===== src/rtl/rob_pkg.sv =====
`default_nettype none
// +--------------------------------------------------------------------+
// | Module  : rob_pkg                                                  |
// | Purpose : Shared types, widths and helpers for the read-ID         |
// |           allocator / restore pair.                                |
// | Revision: 1.0 - initial release                                    |
// +--------------------------------------------------------------------+
package rob_pkg;

  // Widths the beat struct is built from; the restore block defaults to these.
  localparam int RB_ID_W   = 4;
  localparam int RB_DATA_W = 64;
  localparam int RB_RESP_W = 2;

  // max(1, clog2(n)): a single row/column still needs one index bit.
  function automatic int idx_width(input int n);
    return (n <= 2) ? 1 : $clog2(n);
  endfunction

  // Width of the compressed {row, col} unique ID.
  function automatic int uid_width(input int rows, input int cols);
    return idx_width(rows) + idx_width(cols);
  endfunction

  typedef struct packed {
    logic [RB_ID_W-1:0]   id;
    logic [RB_DATA_W-1:0] data;
    logic [RB_RESP_W-1:0] resp;
    logic                 last;
  } r_beat_t;

  // FIRST: next beat opens a burst; BURST: inside a multi-beat burst.
  typedef enum logic [0:0] {
    FIRST = 1'b0,
    BURST = 1'b1
  } r_state_e;

endpackage
`default_nettype wire


===== src/rtl/r_skid_buffer.sv =====
`default_nettype none
// +--------------------------------------------------------------------+
// | Module  : r_skid_buffer                                            |
// | Purpose : 2-entry valid/ready FIFO of R beats; the head entry      |
// |           drives the output side directly.                         |
// | Revision: 1.0 - initial release                                    |
// +--------------------------------------------------------------------+
module r_skid_buffer
  import rob_pkg::*;
(
  input  logic    clk,
  input  logic    rst,
  input  logic    in_valid,
  output logic    in_ready,
  input  r_beat_t in_beat,
  output logic    out_valid,
  input  logic    out_ready,
  output r_beat_t out_beat
);

  logic [1:0] r_count;
  logic       r_ready;
  r_beat_t    r_head;
  r_beat_t    r_tail;

  logic       w_push;
  logic       w_pop;
  logic [1:0] w_count_next;

  // Ready is registered so it stays low through reset and rises one cycle later.
  assign w_push    = in_valid && r_ready;
  assign w_pop     = (r_count != 2'd0) && out_ready;
  assign in_ready  = r_ready;
  assign out_valid = (r_count != 2'd0);
  assign out_beat  = r_head;

  // Occupancy after this cycle's push/pop.
  always_comb begin
    w_count_next = r_count;
    case ({w_push, w_pop})
      2'b10:   w_count_next = r_count + 2'd1;
      2'b01:   w_count_next = r_count - 2'd1;
      default: w_count_next = r_count;
    endcase
  end

  // Storage update; the head shifts from the tail when a full buffer pops.
  always_ff @(posedge clk) begin
    if (!rst) begin
      r_count <= 2'd0;
      r_ready <= 1'b0;
      r_head  <= '0;
      r_tail  <= '0;
    end else begin
      r_count <= w_count_next;
      r_ready <= (w_count_next != 2'd2);
      if (w_pop) begin
        if (r_count == 2'd2) begin
          r_head <= r_tail;
        end else if (w_push) begin
          r_head <= in_beat;
        end
      end else if (w_push) begin
        if (r_count == 2'd0) begin
          r_head <= in_beat;
        end else begin
          r_tail <= in_beat;
        end
      end
    end
  end

endmodule
`default_nettype wire


===== src/rtl/r_id_restore.sv =====
`default_nettype none
// +--------------------------------------------------------------------+
// | Module  : r_id_restore                                             |
// | Purpose : Restores the original AXI RID on returning R beats,      |
// |           releasing the compressed UID once per burst.             |
// |           Optional checker enabled by macro ROB_RESP_CHECK_EN.     |
// | Revision: 1.0 - initial release                                    |
// +--------------------------------------------------------------------+
module r_id_restore
  import rob_pkg::*;
#(
  parameter int ID_WIDTH   = RB_ID_W,
  parameter int NUM_ROWS   = 4,
  parameter int NUM_COLS   = 4,
  parameter int DATA_WIDTH = RB_DATA_W,
  parameter int RESP_WIDTH = RB_RESP_W
) (
  input  logic                        clk,
  input  logic                        rst,
  input  logic                        s_rvalid,
  output logic                        s_rready,
  input  logic [uid_width(NUM_ROWS, NUM_COLS)-1:0] s_rid,
  input  logic [DATA_WIDTH-1:0]       s_rdata,
  input  logic [RESP_WIDTH-1:0]       s_rresp,
  input  logic                        s_rlast,
  output logic                        m_rvalid,
  input  logic                        m_rready,
  output logic [ID_WIDTH-1:0]         m_rid,
  output logic [DATA_WIDTH-1:0]       m_rdata,
  output logic [RESP_WIDTH-1:0]       m_rresp,
  output logic                        m_rlast,
  output logic                        free_req,
  output logic [uid_width(NUM_ROWS, NUM_COLS)-1:0] free_unique_id,
  input  logic [ID_WIDTH-1:0]         restored_id,
  input  logic                        free_ack,
  output logic                        err
);

  localparam int UID_W = uid_width(NUM_ROWS, NUM_COLS);

  r_state_e            r_state;
  r_state_e            w_state_next;
  logic [ID_WIDTH-1:0] r_burst_id;

  logic    w_skid_ready;
  logic    w_accept;
  logic    w_first;
  r_beat_t w_beat;
  r_beat_t w_head;

  assign s_rready = w_skid_ready;
  assign w_accept = s_rvalid && w_skid_ready;
  assign w_first  = (r_state == FIRST);

  // Next state, free request and the ID mux for the incoming beat.
  always_comb begin
    w_state_next   = r_state;
    free_req       = 1'b0;
    free_unique_id = '0;
    w_beat         = '0;
    w_beat.data    = s_rdata;
    w_beat.resp    = s_rresp;
    w_beat.last    = s_rlast;
    w_beat.id      = r_burst_id;
    case (r_state)
      FIRST: begin
        w_beat.id = restored_id;
        if (w_accept) begin
          free_req       = 1'b1;
          free_unique_id = s_rid;
          w_state_next   = s_rlast ? FIRST : BURST;
        end
      end
      BURST: begin
        if (w_accept && s_rlast) begin
          w_state_next = FIRST;
        end
      end
      default: w_state_next = FIRST;
    endcase
  end

  // State register and the ID captured when a burst opens.
  always_ff @(posedge clk) begin
    if (!rst) begin
      r_state    <= FIRST;
      r_burst_id <= '0;
    end else begin
      r_state <= w_state_next;
      if (free_req) begin
        r_burst_id <= restored_id;
      end
    end
  end

  r_skid_buffer u_skid (
    .clk       (clk),
    .rst       (rst),
    .in_valid  (s_rvalid),
    .in_ready  (w_skid_ready),
    .in_beat   (w_beat),
    .out_valid (m_rvalid),
    .out_ready (m_rready),
    .out_beat  (w_head)
  );

  assign m_rid   = w_head.id;
  assign m_rdata = w_head.data;
  assign m_rresp = w_head.resp;
  assign m_rlast = w_head.last;

`ifdef ROB_RESP_CHECK_EN
  logic [UID_W-1:0] r_burst_uid;
  logic             r_free_req_d;
  logic             r_err;

  // Sticky error: UID changes mid-burst, or ack does not follow free by one cycle.
  always_ff @(posedge clk) begin
    if (!rst) begin
      r_burst_uid  <= '0;
      r_free_req_d <= 1'b0;
      r_err        <= 1'b0;
    end else begin
      r_free_req_d <= free_req;
      if (free_req) begin
        r_burst_uid <= s_rid;
      end
      if ((w_accept && !w_first && (s_rid != r_burst_uid)) ||
          (free_ack != r_free_req_d)) begin
        r_err <= 1'b1;
      end
    end
  end

  assign err = r_err;
`else
  logic w_unused_free_ack;
  assign w_unused_free_ack = free_ack;
  assign err               = 1'b0;
`endif

endmodule
`default_nettype wire


===== config.mk =====
export PLATFORM = sky130hd
export DESIGN_NAME = r_id_restore
export DESIGN_NICKNAME = d
export VERILOG_FILES = /design/src/rtl/rob_pkg.sv /design/src/rtl/r_skid_buffer.sv /design/src/rtl/r_id_restore.sv
export SDC_FILE = /design/constraint.sdc
export NUM_CORES = 1
export LEC_CHECK = 0
export CAP_MARGIN = 20
export CORE_UTILIZATION = 53
export DETAILED_ROUTE_END_ITERATION = 8
export GPL_ROUTABILITY_DRIVEN = 0
export GPL_TIMING_DRIVEN = 0
export PLACE_DENSITY_LB_ADDON = 0.08
export SLEW_MARGIN = 20
export SYNTH_ARGS = -nofsm -noshare
export SYNTH_HDL_FRONTEND = slang
export SYNTH_SLANG_ARGS = --single-unit

===== constraint.sdc =====
create_clock -name clk -period 4.5 [get_ports clk]
set_input_delay 1.125 -clock clk [delete_from_list [all_inputs] [get_ports clk]]
set_output_delay 1.125 -clock clk [all_outputs]
set_load 0.01 [all_outputs]

# [Word level (Yosys, flattened, before mapping)]
# Cells that the tools add are included.
[classes] add_sub_neg=2 n_bitwise=3 n_mux=15 n_eq_ne=4 n_reduce_logical=10
[ops] op="$mux 71" count=5
[ops] op="$mux 4" count=3
[ops] op="$reduce_bool 2->1" count=4
[ops] op="$reduce_and 3->1" count=2
[ops] op="$mux 1" count=5
[ops] op="$eq 2x2->1 const B" count=2
[ops] op="$pmux 2 s2" count=1
[ops] op="$logic_and 1x1->1" count=3
[ops] op="$not 1->1" count=3
[ops] op="$add 2x1->2 const B" count=1
[ops] op="$eq 2x1->1 const B" count=1
[ops] op="$logic_not 2->1" count=1
[ops] op="$ne 2x2->1 const B" count=1
[ops] op="$pmux 1 s2" count=1
[ops] op="$sub 2x1->2 const B" count=1
[word_totals] output_inout_bits=79 input_bits=80 ff_bits=150

# [Depth between registers and ports, before layout]
[logic_depth] depth_word=5 mapped_depth=10 ltp_nobuf=7

# [Modules after synthesis]
# Synthesis repeated with hierarchy kept, for this count alone.
[unflattened] hier_cells=725 area_unflattened_um2=6761.5
[modules_own_cells] module="r_skid_buffer" cells_per_inst=692 area_per_inst_um2=6463.7 n_inst=1
[modules_own_cells] module="r_id_restore" cells_per_inst=33 area_per_inst_um2=297.8 n_inst=1

# [Least setup slack after synthesis]
# No wires, ideal clock.
[synth_timing] kind="input port to output port" start="in s_rvalid" end="out free_unique_id[0]" n_path_buf=0 path_slack_ns=1.448 stages=3 t_arrival_ns=1.927 t_required_ns=3.375 cell_sequence="nand2_1 nor2_1 and2_1"
[synth_between] elab_chain_len=3
[synth_rtl] element="from (decl)" line="r_id_restore.sv:20" rtl="input logic s_rvalid,"
[synth_rtl] element="$logic_and 1x1->1" line="r_id_restore.sv:52" rtl="assign w_accept = s_rvalid && w_skid_ready;"
[synth_rtl] element="$mux 4" line="r_id_restore.sv:68" rtl="if (w_accept) begin"
[synth_rtl] element="$mux 4" line="r_id_restore.sv:65" rtl="case (r_state)"
[synth_rtl] element="to (decl)" line="r_id_restore.sv:33" rtl="output logic [uid_width(NUM_ROWS, NUM_COLS)-1:0] free_unique_id,"
# Every way passes these cells.

# [Final worst setup path]
[layout_timing] start="in s_rvalid" end="out free_unique_id[1]"
# The elaborated chain is that of the path after synthesis.

==> metrics.txt <==
status=complete, but fails checks; violated checks=design-rule violations; Max Fclk=232 MHz; Slew HR=0.580; global-route wire length before repair=27300 um; P&R area growth vs syn=36.4%; worst skew pair latency=0.42 ns; Seq cells post-synth=150; via count=5587; num rows=39; DRC errors left=12; Routed Antenna Nets=0; htree depth=4; ANT cells=0; vias in the first global route=5695; Hold Crit Class=reg2reg; Final Setup Violations=0; Gate Count Post-Synth=684; R2R depth=10; Fill cells=838; min Tclk post-route=4.31 ns; Die W=112 um; Slew Viols, Final=0; Commonest cells post-synth=nand2_1 (216), dfxtp_1 (150), mux2i_1 (71), o211a_1 (71), a21boi_0 (47); Seq/Total Area, Yosys=0.469; Final Hold Viols=0; Most Used Layer, Global Route=met2; mapped cell area=6410 um2; final setup TNS=0 ns; GRT Overall Usage=0.278; TritonCTS clock tree=done; Setup Skew=0.00599 ns; P_leak=4.39 nW; grt total ovfl=0; top-count cell post-synth=nand2_1; clock slew at reported path FFs=0.06 ns; WL per Instance=16.5 um; Worst setup EP type=output pin; Sink Count=150; final period utilization=0.957; Synth cell types=28; TritonCTS buffer count=17; largest net degree at the start of global routing=17; post-CTS setup buffers=0; final WL=16800 um; syn_area_per_cell=9.37 um2; Critical Path Source Type=input port; CP Class=in2out; Port-buffer cells=155; core footprint=11600 um2; First-pass DRT Iterations=6; die area=12500 um2; Worst Tran Pin Value=0.630 ns; Initial Util=0.552; nets@finish=940; max-cap violation count=0; antenna violations before repair=0; Resized Gates After CTS=0; Worst EP required=3.38 ns; Finished Layout Cells=1014; unrepaired setup endpoints after global routing=no; CTS Root Cell=clkbuf_16; Post-synth EDFFs=0; worst-path maximum fanout=11; Post-synth ARST share=0; M2 GR Usage=0.476; Cell Count Post-Placement=982; Hold Buf Count CTS=0; yosys warns=0; VDD IR max=0.000316 V; crit path DAT=3.18 ns; Die H=112 um; post-synth top area share=0.469; Top FF cell, synth=dfxtp_1; Synth area leaders=dfxtp_1 (47%), nand2_1 (13%), mux2i_1 (11%); post-synth top area cell=dfxtp_1; clk buf depth=2; DR iter-0 viols=321; hpwl dp=12100 um; DR vias/cell=5.51; # IOs=159; pwr/cell area=480 nW/um2; GR Util met3=0.0729; syn_nets=766; hold depth=2; layout cells sized above 1=0.0804; met1 GRT Util=0.320
cell usage in the layout, fill, tap and decap left out, drive strengths merged:
cell / instances
nor2b: 1
nand3: 1
ha: 2
a31oi: 1
xnor2: 2
and2: 6
o21ai: 7
conb: 1
nand2b: 4
nor2: 3
nor3: 1
mux2i: 71
clkinv: 6
dfxtp: 150
xor2: 1
o211a: 71
nand3b: 1
nand4bb: 1
a21oi: 1
buf: 39
clkbuf: 43
or3: 2
o211ai: 4
clkdlybuf4s50: 155
a21boi: 76
inv: 2
bufinv: 3
nand2: 216
logic make-up (layout without fill, tap and decap cells):
group                      Yosys count  in the layout  synth area share
DFF                                150            150             0.469
adders and majority gates            2              2           0.00391
buffers and inverters               61            248            0.0525
muxes                               71             71             0.111
AOI/OAI and AO/OA                  160            160             0.213
xor gates and xnor gates             3              3           0.00410
and+or+nand+nor                    236            236             0.146
other                                1              1          0.000585
worst max-delay path, cell delays in order:
cell,delay (ns)
clkdlybuf4s50_1,0.53
nand2_1,0.25
nor2_1,0.53
and2_1,0.20
clkdlybuf4s50_1,0.53
worst paths after layout:
| path | from | to | slack (ns) |
|---|---|---|---|
| worst min register to register | u_skid.r_tail[54]$_SDFFE_PN0P_ | u_skid.r_tail[54]$_SDFFE_PN0P_ | 0.46 |
| worst min-delay path | u_skid.r_tail[54]$_SDFFE_PN0P_ | u_skid.r_tail[54]$_SDFFE_PN0P_ | 0.46 |
| worst max register to register | u_skid.r_count[0]$_SDFF_PN0_ | u_skid.out_beat[58]$_SDFFE_PN0P_ | 2.33 |
| worst max-delay path | s_rvalid | free_unique_id[1] | 0.19 |
metal layers:
layer,vias up,wire (um)
li1,2685,-
met1,2660,6870
met2,201,8240
met3,41,1160
met4,0,494
met5,-,0
cell type report:
type                       instances  area [um2]  share of cell area
sequential                       150        3000               0.344
buffer                            59         329              0.0377
multi-input combinational        473        3070               0.351
timing repair buffer             155        1550               0.178
inverter                           2        7.51            0.000859
clock buffer                      23         478              0.0547
tap                              143         179              0.0205
clock inverter                     9         124              0.0142
per-stage QoR:
step           worst slack, ns  hold slack (ns)  cell area [um2]  utilization  total power, mW
6_report                 0.194            0.456             8740        0.752             4.20
4_1_cts                  0.198            0.453             8740        0.752             4.21
3_5_place_dp             0.211            0.445             8140        0.701             2.78
2_1_floorplan             1.45            0.434             6410            -             2.24
3_3_place_gp             0.268            0.439             8140        0.701             2.73
5_1_grt                 0.0531            0.484             8740        0.752             4.38
state kept, by name (all words and copies together) (netlist names), named ones only:
signal           count
u_skid.r_count       2
u_skid.r_tail       71
u_skid.out_beat     71
u_skid.in_ready      1
r_burst_id           4
where the power goes:
group,leakage (nW),switching [mW],internal [mW],total (mW)
logic,2.87,0.537,0.599,1.14
clock network,0.301,0.530,0.912,1.44
registers,1.22,0.103,1.52,1.62
total,4.39,1.17,3.03,4.20
(Power assumes the default switching activity.)
